===== src/rtl/icache.sv =====
// rtl/icache.sv - direct-mapped instruction cache with word-by-word line refill
// Optional critical-word forwarding during refill: define ICACHE_BYPASS_EN.
module icache #(
  parameter int INDEX_WIDTH  = 4,
  parameter int OFFSET_WIDTH = 2
) (
  input  logic        clockIn,
  input  logic        resetIn,
  input  logic        readyIn,
  input  logic [31:0] fetchIn,
  output logic        hit,
  output logic [31:0] insOut,
  output logic        memReqOut,
  output logic [31:0] memAddrOut,
  input  logic        memValidIn,
  input  logic [31:0] memDataIn
);

  localparam int LINES   = 1 << INDEX_WIDTH;
  localparam int WORDS   = 1 << OFFSET_WIDTH;
  localparam int IDX_LSB = OFFSET_WIDTH + 2;
  localparam int TAG_LSB = INDEX_WIDTH + OFFSET_WIDTH + 2;
  localparam int TAG_W   = 32 - TAG_LSB;

  typedef enum logic {ST_IDLE, ST_REFILL} state_t;

  state_t                  r_state;
  state_t                  w_state_nxt;

  logic [LINES-1:0]        r_valid;
  logic [TAG_W-1:0]        r_tag  [LINES];
  logic [31:0]             r_data [LINES][WORDS];

  logic [TAG_W-1:0]        r_fill_tag;
  logic [INDEX_WIDTH-1:0]  r_fill_idx;
  logic [OFFSET_WIDTH-1:0] r_cnt;
  logic                    r_mem_req;
  logic [31:0]             r_mem_addr;

  logic [TAG_W-1:0]        w_tag;
  logic [INDEX_WIDTH-1:0]  w_idx;
  logic [OFFSET_WIDTH-1:0] w_off;
  logic                    w_arr_hit;
  logic                    w_fwd;
  logic                    w_start;
  logic                    w_word_acc;
  logic                    w_last;
  logic                    w_finish;
  logic                    w_unused;

  // Byte offset within a word is irrelevant to a word-fetching cache.
  assign w_unused   = ^fetchIn[1:0];

  assign w_tag      = fetchIn[31:TAG_LSB];
  assign w_idx      = fetchIn[TAG_LSB-1:IDX_LSB];
  assign w_off      = fetchIn[IDX_LSB-1:2];

  assign w_arr_hit  = r_valid[w_idx] && (r_tag[w_idx] == w_tag);

  // A miss is only acted on while the pipeline is ready and no refill is running.
  assign w_start    = (r_state == ST_IDLE) && readyIn && !w_arr_hit;
  assign w_word_acc = (r_state == ST_REFILL) && readyIn && memValidIn;
  assign w_last     = (r_cnt == {OFFSET_WIDTH{1'b1}});
  assign w_finish   = w_word_acc && w_last;

`ifdef ICACHE_BYPASS_EN
  // Forward the returning word straight to the fetch port when it is the one being fetched.
  assign w_fwd      = w_word_acc && (fetchIn[31:2] == r_mem_addr[31:2]);
`else
  assign w_fwd      = 1'b0;
`endif

  assign hit        = w_arr_hit || w_fwd;
  assign insOut     = w_fwd     ? memDataIn :
                      w_arr_hit ? r_data[w_idx][w_off] : 32'd0;
  assign memReqOut  = r_mem_req;
  assign memAddrOut = r_mem_addr;

  // FSM state register.
  always_ff @(posedge clockIn or negedge resetIn) begin
    if (!resetIn) begin
      r_state <= ST_IDLE;
    end else begin
      r_state <= w_state_nxt;
    end
  end

  // FSM next state: a refill always runs to completion once started.
  always_comb begin
    w_state_nxt = r_state;
    case (r_state)
      ST_IDLE:   if (w_start)  w_state_nxt = ST_REFILL;
      ST_REFILL: if (w_finish) w_state_nxt = ST_IDLE;
      default:   w_state_nxt = ST_IDLE;
    endcase
  end

  // Refill control: line bookkeeping, request address and word counter.
  always_ff @(posedge clockIn or negedge resetIn) begin
    if (!resetIn) begin
      r_valid    <= '0;
      r_fill_tag <= '0;
      r_fill_idx <= '0;
      r_cnt      <= '0;
      r_mem_req  <= 1'b0;
      r_mem_addr <= 32'd0;
    end else if (w_start) begin
      r_fill_tag      <= w_tag;
      r_fill_idx      <= w_idx;
      r_valid[w_idx]  <= 1'b0;
      r_cnt           <= '0;
      r_mem_req       <= 1'b1;
      r_mem_addr      <= {fetchIn[31:IDX_LSB], {IDX_LSB{1'b0}}};
    end else if (w_word_acc) begin
      if (w_last) begin
        r_valid[r_fill_idx] <= 1'b1;
        r_mem_req           <= 1'b0;
      end else begin
        r_cnt      <= r_cnt + 1'b1;
        r_mem_addr <= r_mem_addr + 32'd4;
      end
    end
  end

  // Tag and data arrays carry no reset; the valid bits guard them.
  always_ff @(posedge clockIn) begin
    if (w_word_acc) begin
      r_data[r_fill_idx][r_cnt] <= memDataIn;
    end
    if (w_finish) begin
      r_tag[r_fill_idx] <= r_fill_tag;
    end
  end

endmodule


===== config.mk =====
export PLATFORM = sky130hd
export DESIGN_NAME = icache
export DESIGN_NICKNAME = d
export VERILOG_FILES = /design/src/rtl/icache.sv
export SDC_FILE = /design/constraint.sdc
export NUM_CORES = 2
export LEC_CHECK = 0
export BUFFER_PORTS_ARGS = -buffer_cell sky130_fd_sc_hd__buf_2
export CAP_MARGIN = 5
export CORE_ASPECT_RATIO = 1.25
export CORE_MARGIN = 5
export CORE_UTILIZATION = 25
export CTS_CLUSTER_DIAMETER = 120
export DETAILED_ROUTE_END_ITERATION = 10
export PLACE_DENSITY = 0.37
export SLEW_MARGIN = 20
export SYNTH_ARGS = -nofsm -noshare
export SYNTH_HDL_FRONTEND = slang
export SYNTH_SLANG_ARGS = --single-unit
export TNS_END_PERCENT = 10

===== constraint.sdc =====
create_clock -name clockIn -period 6.1 [get_ports clockIn]
set_input_delay 1.525 -clock clockIn [delete_from_list [all_inputs] [get_ports clockIn]]
set_output_delay 1.525 -clock clockIn [all_outputs]
set_load 0.05 [all_outputs]

## Yosys cells after proc, flatten, opt, wreduce, memory -nomap -nowiden

Memories as Yosys holds them, arrays and structs flattened.
Cells that the tools add are included.

| storage, ports and cells | value |
|---|---|
| register bits | 80 |
| bits in latches | 0 |
| RAM bits | 2432 |
| memory bits (read-only) | 0 |
| bits of input ports | 68 |
| output and inout bits | 66 |
| memories | 2 |

Memories:

| memory | words | bits a word | rd ports | clocked after Yosys merged registers in | wr ports | line | text |
|---|---|---|---|---|---|---|---|
| r_data | 16 | 128 | 1 | 0 | 1 | 32 | `logic [31:0] r_data [LINES][WORDS];` |
| r_tag | 16 | 24 | 1 | 0 | 1 | 31 | `logic [TAG_W-1:0] r_tag [LINES];` |

| cells by class | value |
|---|---|
| add/sub/neg operators | 2 |
| multiply operators | 0 |
| divide/modulo/power cells | 0 |
| $lt $le $gt $ge | 7 |
| equal/unequal tests | 3 |
| shift operators | 0 |
| mux-type cells | 31 |
| bitwise gates (word level) | 6 |
| reductions and logical operators | 14 |

Operators by type and width:

| cell | number |
|---|---|
| $mux 32 | 7 |
| $mux 128 | 1 |
| $bmux 32 s2 | 1 |
| $demux 32 s2 | 1 |
| $mux 16 | 3 |
| $add 32x3->32 const B | 1 |
| $eq 24x24->1 | 1 |
| $and 16x16->16 | 1 |
| $not 16->16 | 1 |
| $or 16x16->16 | 1 |
| $mux 1 | 11 |
| $lt 4x5->1 const B | 2 |
| $logic_and 1x1->1 | 9 |
| $demux 1 s4 | 2 |
| $ge 4x1->1 const B | 2 |
| $ge 3x3->1 const B | 2 |
| $mux 2 | 3 |
| $not 2->3 | 2 |
| $bmux 1 s4 | 1 |
| $reduce_and 2->1 | 2 |
| $reduce_bool 2->1 | 2 |
| $lt 3x1->1 const B | 1 |
| $add 2x1->2 const B | 1 |
| $eq 2x2->1 const B | 1 |
| 4 further kinds | 4 |

## Longest topological paths before layout

| logic depth | value |
|---|---|
| depth in word-level cells | 8 |
| depth in mapped cells | 16 |

## Worst setup path after synthesis

Ideal clock, no wire load.

| timing | value |
|---|---|
| kind | input to output |
| start point | input fetchIn[5] |
| end point | output insOut[0] |
| data arrival time | 4662 ps |
| path slack | -87 ps |
| stages on the path | 10 |
| buffers on the path | 6 |
| cells stage by stage | clkbuf_1 buf_2 buf_2 buf_1 buf_1 clkbuf_1 mux4_2 mux4_2 mux4_2 nor2b_1 |

| on the way | value |
|---|---|
| cells in the longest elaborated chain, start to end | 5 |
| elaborated cells on any way between the ends | 10 |
| classes of those cells | eq/ne (1); mux (6); reduce/logical (1); memory (2) |

Ends and longest elaborated chain:

| element | line | text |
|---|---|---|
| start: declaration | 10 | `input logic [31:0] fetchIn,` |
| $mem_v2 16x128 | -- |  |
| $bmux 32 s2 | 75 | `w_arr_hit ? r_data[w_idx][w_off] : 32'd0;` |
| $mux 32 (not written as such) (2 in series) | 75 |  |
| $mux 32 * | 75 |  |
| end: declaration | 12 | `output logic [31:0] insOut,` |

Mark *: on every way between the ends. The rest lies on a longest branch, timed or not. The select of a mux whose other input is x is not followed.

## Worst setup path after layout

| timing | value |
|---|---|
| start point | input fetchIn[4] |
| end point | output insOut[24] |

The elaborated chain is that of the path after synthesis.

==> impl_metrics.tcl <==
set metrics [dict create \
    ys_seq_area_share_pct 77.3 \
    worst-r2r-setup-slack_ps 2220 \
    outcome "finished with violations" \
    dieArea_sq_um 401000 \
    yosys.cell_types.count 60 \
    holdCritPathClass "reg -> reg" \
    ys_top_cells_by_area "sky130_fd_sc_hd__edfxtp_1 (75%), sky130_fd_sc_hd__mux4_2 (17%), sky130_fd_sc_hd__dfrtp_1 (2.0%)" \
    cts-htree-levels 5 \
    tightestPinTransition_ps 1040 \
    grt_setup_unrepaired "yes" \
    io_pins 134 \
    worstReg2RegStart "r_tag[13][18]" \
    hp-start "memReqOut" \
    drtIter0Drc 3264 \
    max_cap_viol_count 0 \
    nets 4759 \
    synth.avg_cell_area_sq_um 23.5 \
    dp_hpwl_um 165000 \
    wire_per_inst_um 29.2 \
    cp_common_cell "sky130_fd_sc_hd__buf_12" \
    path_class "in -> out" \
    cts_tree "yes" \
    critical_path.max_fanout 7 \
    leakage_nw 36.7 \
    crit_path_cell_trace "buf_16 > buf_12 > buf_12 > buf_16 > buf_12 > buf_16 > mux4_2 > mux4_2 > mux4_2 > nor2b_2 > buf_4 > buf_12" \
    power-per-cell-area_nw_per_um2 340 \
    grt_pass1_wl_um 409000 \
    global_route.usage.total_pct 14.4 \
    max_freq_mhz 162 \
    footprint_of_the_multi_input_gates_sq_um 21700 \
    crit_path_end_kind "primary output" \
    final.period_utilization_pct 101 \
    layout.cells.non_filler 10058 \
    final_antenna_net_count 0 \
    setup_violations 30 \
    slowest_stage "sky130_fd_sc_hd__mux4_2" \
    detailedRoute.firstPassIterationCount 7 \
    worst_r2r_path_depth 14 \
    cts.sink_count 2510 \
    areaGrowthSynthToFinish_pct 21.4 \
    ys_ff_latch 2510 \
    initial_util_pct 25.1 \
    cts.reportedPaths.clkPinSlew_ps 60 \
    dp_cells 9500 \
    mostFrequentLayoutCell "sky130_fd_sc_hd__edfxtp_1" \
    yosys_most_used_dff "sky130_fd_sc_hd__edfxtp_1" \
    grt_max_degree 65 \
    synthArstFlopShare_pct 3.11 \
    fraction_of_layout_instances_using_a_drive_strength_above_1_pct 36.5 \
    finalWeightedCongestion 0.733 \
    chipWidth_um 567 \
    placement_rows 255 \
    setup_ws_ps -90.6 \
    violated_checks "setup timing" \
    coreArea_sq_um 386000 \
    ff_latch_area_sq_um 75000 \
    drc 0 \
    setup_slack_after_placement_ps -832 \
    timing.critical_path.max_delay_family "multiplexers" \
    worst_setup_path_start_kind "input pin" \
    worst_ir_drop_vdd_uv 269 \
    netlist.area_leader.share_pct 75.3 \
    final_max_slew_viol_count 0 \
    port_buffers 129 \
    viasPerCell 4.52 \
    routed-via-count 45503 \
    cts_inserted_buffers 281 \
    fillers 37418 \
    clockRootBuffer "sky130_fd_sc_hd__clkbuf_16" \
    grt_antenna_before_repair 38 \
    final-hold-violation-count 0 \
    cell_type_with_the_highest_aggregate_area_in_the_netlist "sky130_fd_sc_hd__edfxtp_1" \
    buffering_stage_count_on_the_worst_path_with_inverters_included 8 \
    worst_clock_skew_on_the_final_layout_ps 65.5 \
    synthesis.area_sq_um 97000 \
    die-height_um 706 \
    r2r_end "r_cnt[1]" \
    slew-limit-headroom_pct 30.5 \
    grt_remaining_overflow 0 \
    mostFrequentLayoutCells "sky130_fd_sc_hd__edfxtp_1 (2432), sky130_fd_sc_hd__mux4_2 (743), sky130_fd_sc_hd__clkbuf_16 (295)" \
    critical_path_depth 12 \
    worst_setup_path_startpoint "fetchIn[4]" \
    worst_ep_arrival_time_ps 4670 \
    ys_warn_count 0 \
    clock_path_buffers 4 \
    synth_enable_flop_cells 2432 \
    setup.worst_path.end "insOut[24]" \
    synthCells 4134 \
    cp.required_ps 4580 \
    grt_pass1_vias 49294 \
    period_needed_ps 6190 \
    max_stage_delay_ps 620 \
    clock_latency_of_the_later_clocked_register_in_the_worst_skew_pair_ps 900 \
    wirelength_um 293000 \
]
## cells in the mapped netlist, types with 13 or more instances
cell and n:
sky130_fd_sc_hd__a31oi_1 17, sky130_fd_sc_hd__o21ai_1 28, sky130_fd_sc_hd__buf_2 72, sky130_fd_sc_hd__o22ai_1 13
sky130_fd_sc_hd__xor2_1 18, sky130_fd_sc_hd__a22oi_1 14, sky130_fd_sc_hd__dfrtp_1 78, sky130_fd_sc_hd__nor2_1 103
sky130_fd_sc_hd__nor2b_1 47, sky130_fd_sc_hd__mux2_2 38, sky130_fd_sc_hd__buf_1 22, sky130_fd_sc_hd__edfxtp_1 2432
sky130_fd_sc_hd__inv_1 23, sky130_fd_sc_hd__nand2_1 72, sky130_fd_sc_hd__nand3_1 46, sky130_fd_sc_hd__mux4_2 743
sky130_fd_sc_hd__xnor2_1 15, sky130_fd_sc_hd__mux2i_1 63, sky130_fd_sc_hd__clkbuf_1 102, sky130_fd_sc_hd__buf_6 14
sky130_fd_sc_hd__o21ai_0 20
## logic make-up after synthesis
group	share of synthesized area, %
AO/OA/AOI/OAI	1.15
XOR/XNOR	0.298
adder cells (fa/ha/maj)	0.0645
buffers and inverters	1.17
flip-flops	77.3
multiplexers	18.3
other	0.00387
AND/OR/NAND/NOR	1.65
## registers in the layout, indices dropped and copies added (netlist names)
name / cells
r_state: 1
memReqOut: 1
r_valid: 16
r_data: 2048
r_cnt: 2
r_fill_tag: 24
r_tag: 384
r_fill_idx: 4
memAddrOut: 30
## stage by stage
step | hold slack [ps] | TNS, ps | util (%) | total power, W | cell area [sq um]
finish | 485 | -1050 | 30.5 | 0.0400 | 118000
global route | 517 | -3290 | 30.5 | 0.0416 | 118000
CTS | 493 | -1390 | 30.4 | 0.0407 | 118000
detailed placement | 472 | -23310 | 27.8 | 0.0240 | 107000
global placement | 471 | -24670 | 27.8 | 0.0240 | 107000
floorplan | 474 | -2510 | - | 0.0223 | 97000
## worst register-to-register path, delay by kind of cell, from the launching register on
family          cells  cell delay [ps]
flops               1              360
compound gates      3              520
buf+inv             6             1170
mux                 2             1030
simple gates        2              540
xor+xnor            1              150
## how the worst min path moves through the flow
stage,to,slack (ps),depth (start not counted)
after floorplan,r_state,470,2
after global placement,memReqOut,470,2
after detailed placement,memReqOut,470,2
after CTS,memReqOut,490,2
after global routing,memReqOut,520,2
final,memReqOut,480,2
## layer usage
metal	routed length (um)	global-route usage (%)	vias to the layer above
met5	77	0	-
met4	5340	2.90	12
met3	10300	1.85	340
met2	150000	25.1	878
met1	128000	19.2	25384
li1	-	-	18889
## timing repair
| action | in CTS | in global routing |
|---|---|---|
| cloned | 24 | 1 |
| setup endpoints to repair | 33 | 33 |
| hold buffers | 0 | 0 |
| buffers inserted | 20 | 2 |
| pin swaps | 10 | 3 |
| resized for setup | 146 | 38 |
## where the power goes
group          internal, W  switching (W)  total, W  leakage (nW)
logic              0.00124        0.00214   0.00338          9.57
registers           0.0197       0.000608    0.0203          22.9
clock network      0.00940        0.00691    0.0163          4.27
## cell type report
cell class,count,share of cell area (%)
flip-flops and latches,2510,63.7
multi-input cells,1383,18.5
clock buffers,374,6.58
well taps,5140,5.46
repair buffers,486,4.90
clock inverters,130,0.815
inverters,24,0.0797
diodes,11,0.0234
Power figures use the tool's default switching activity.
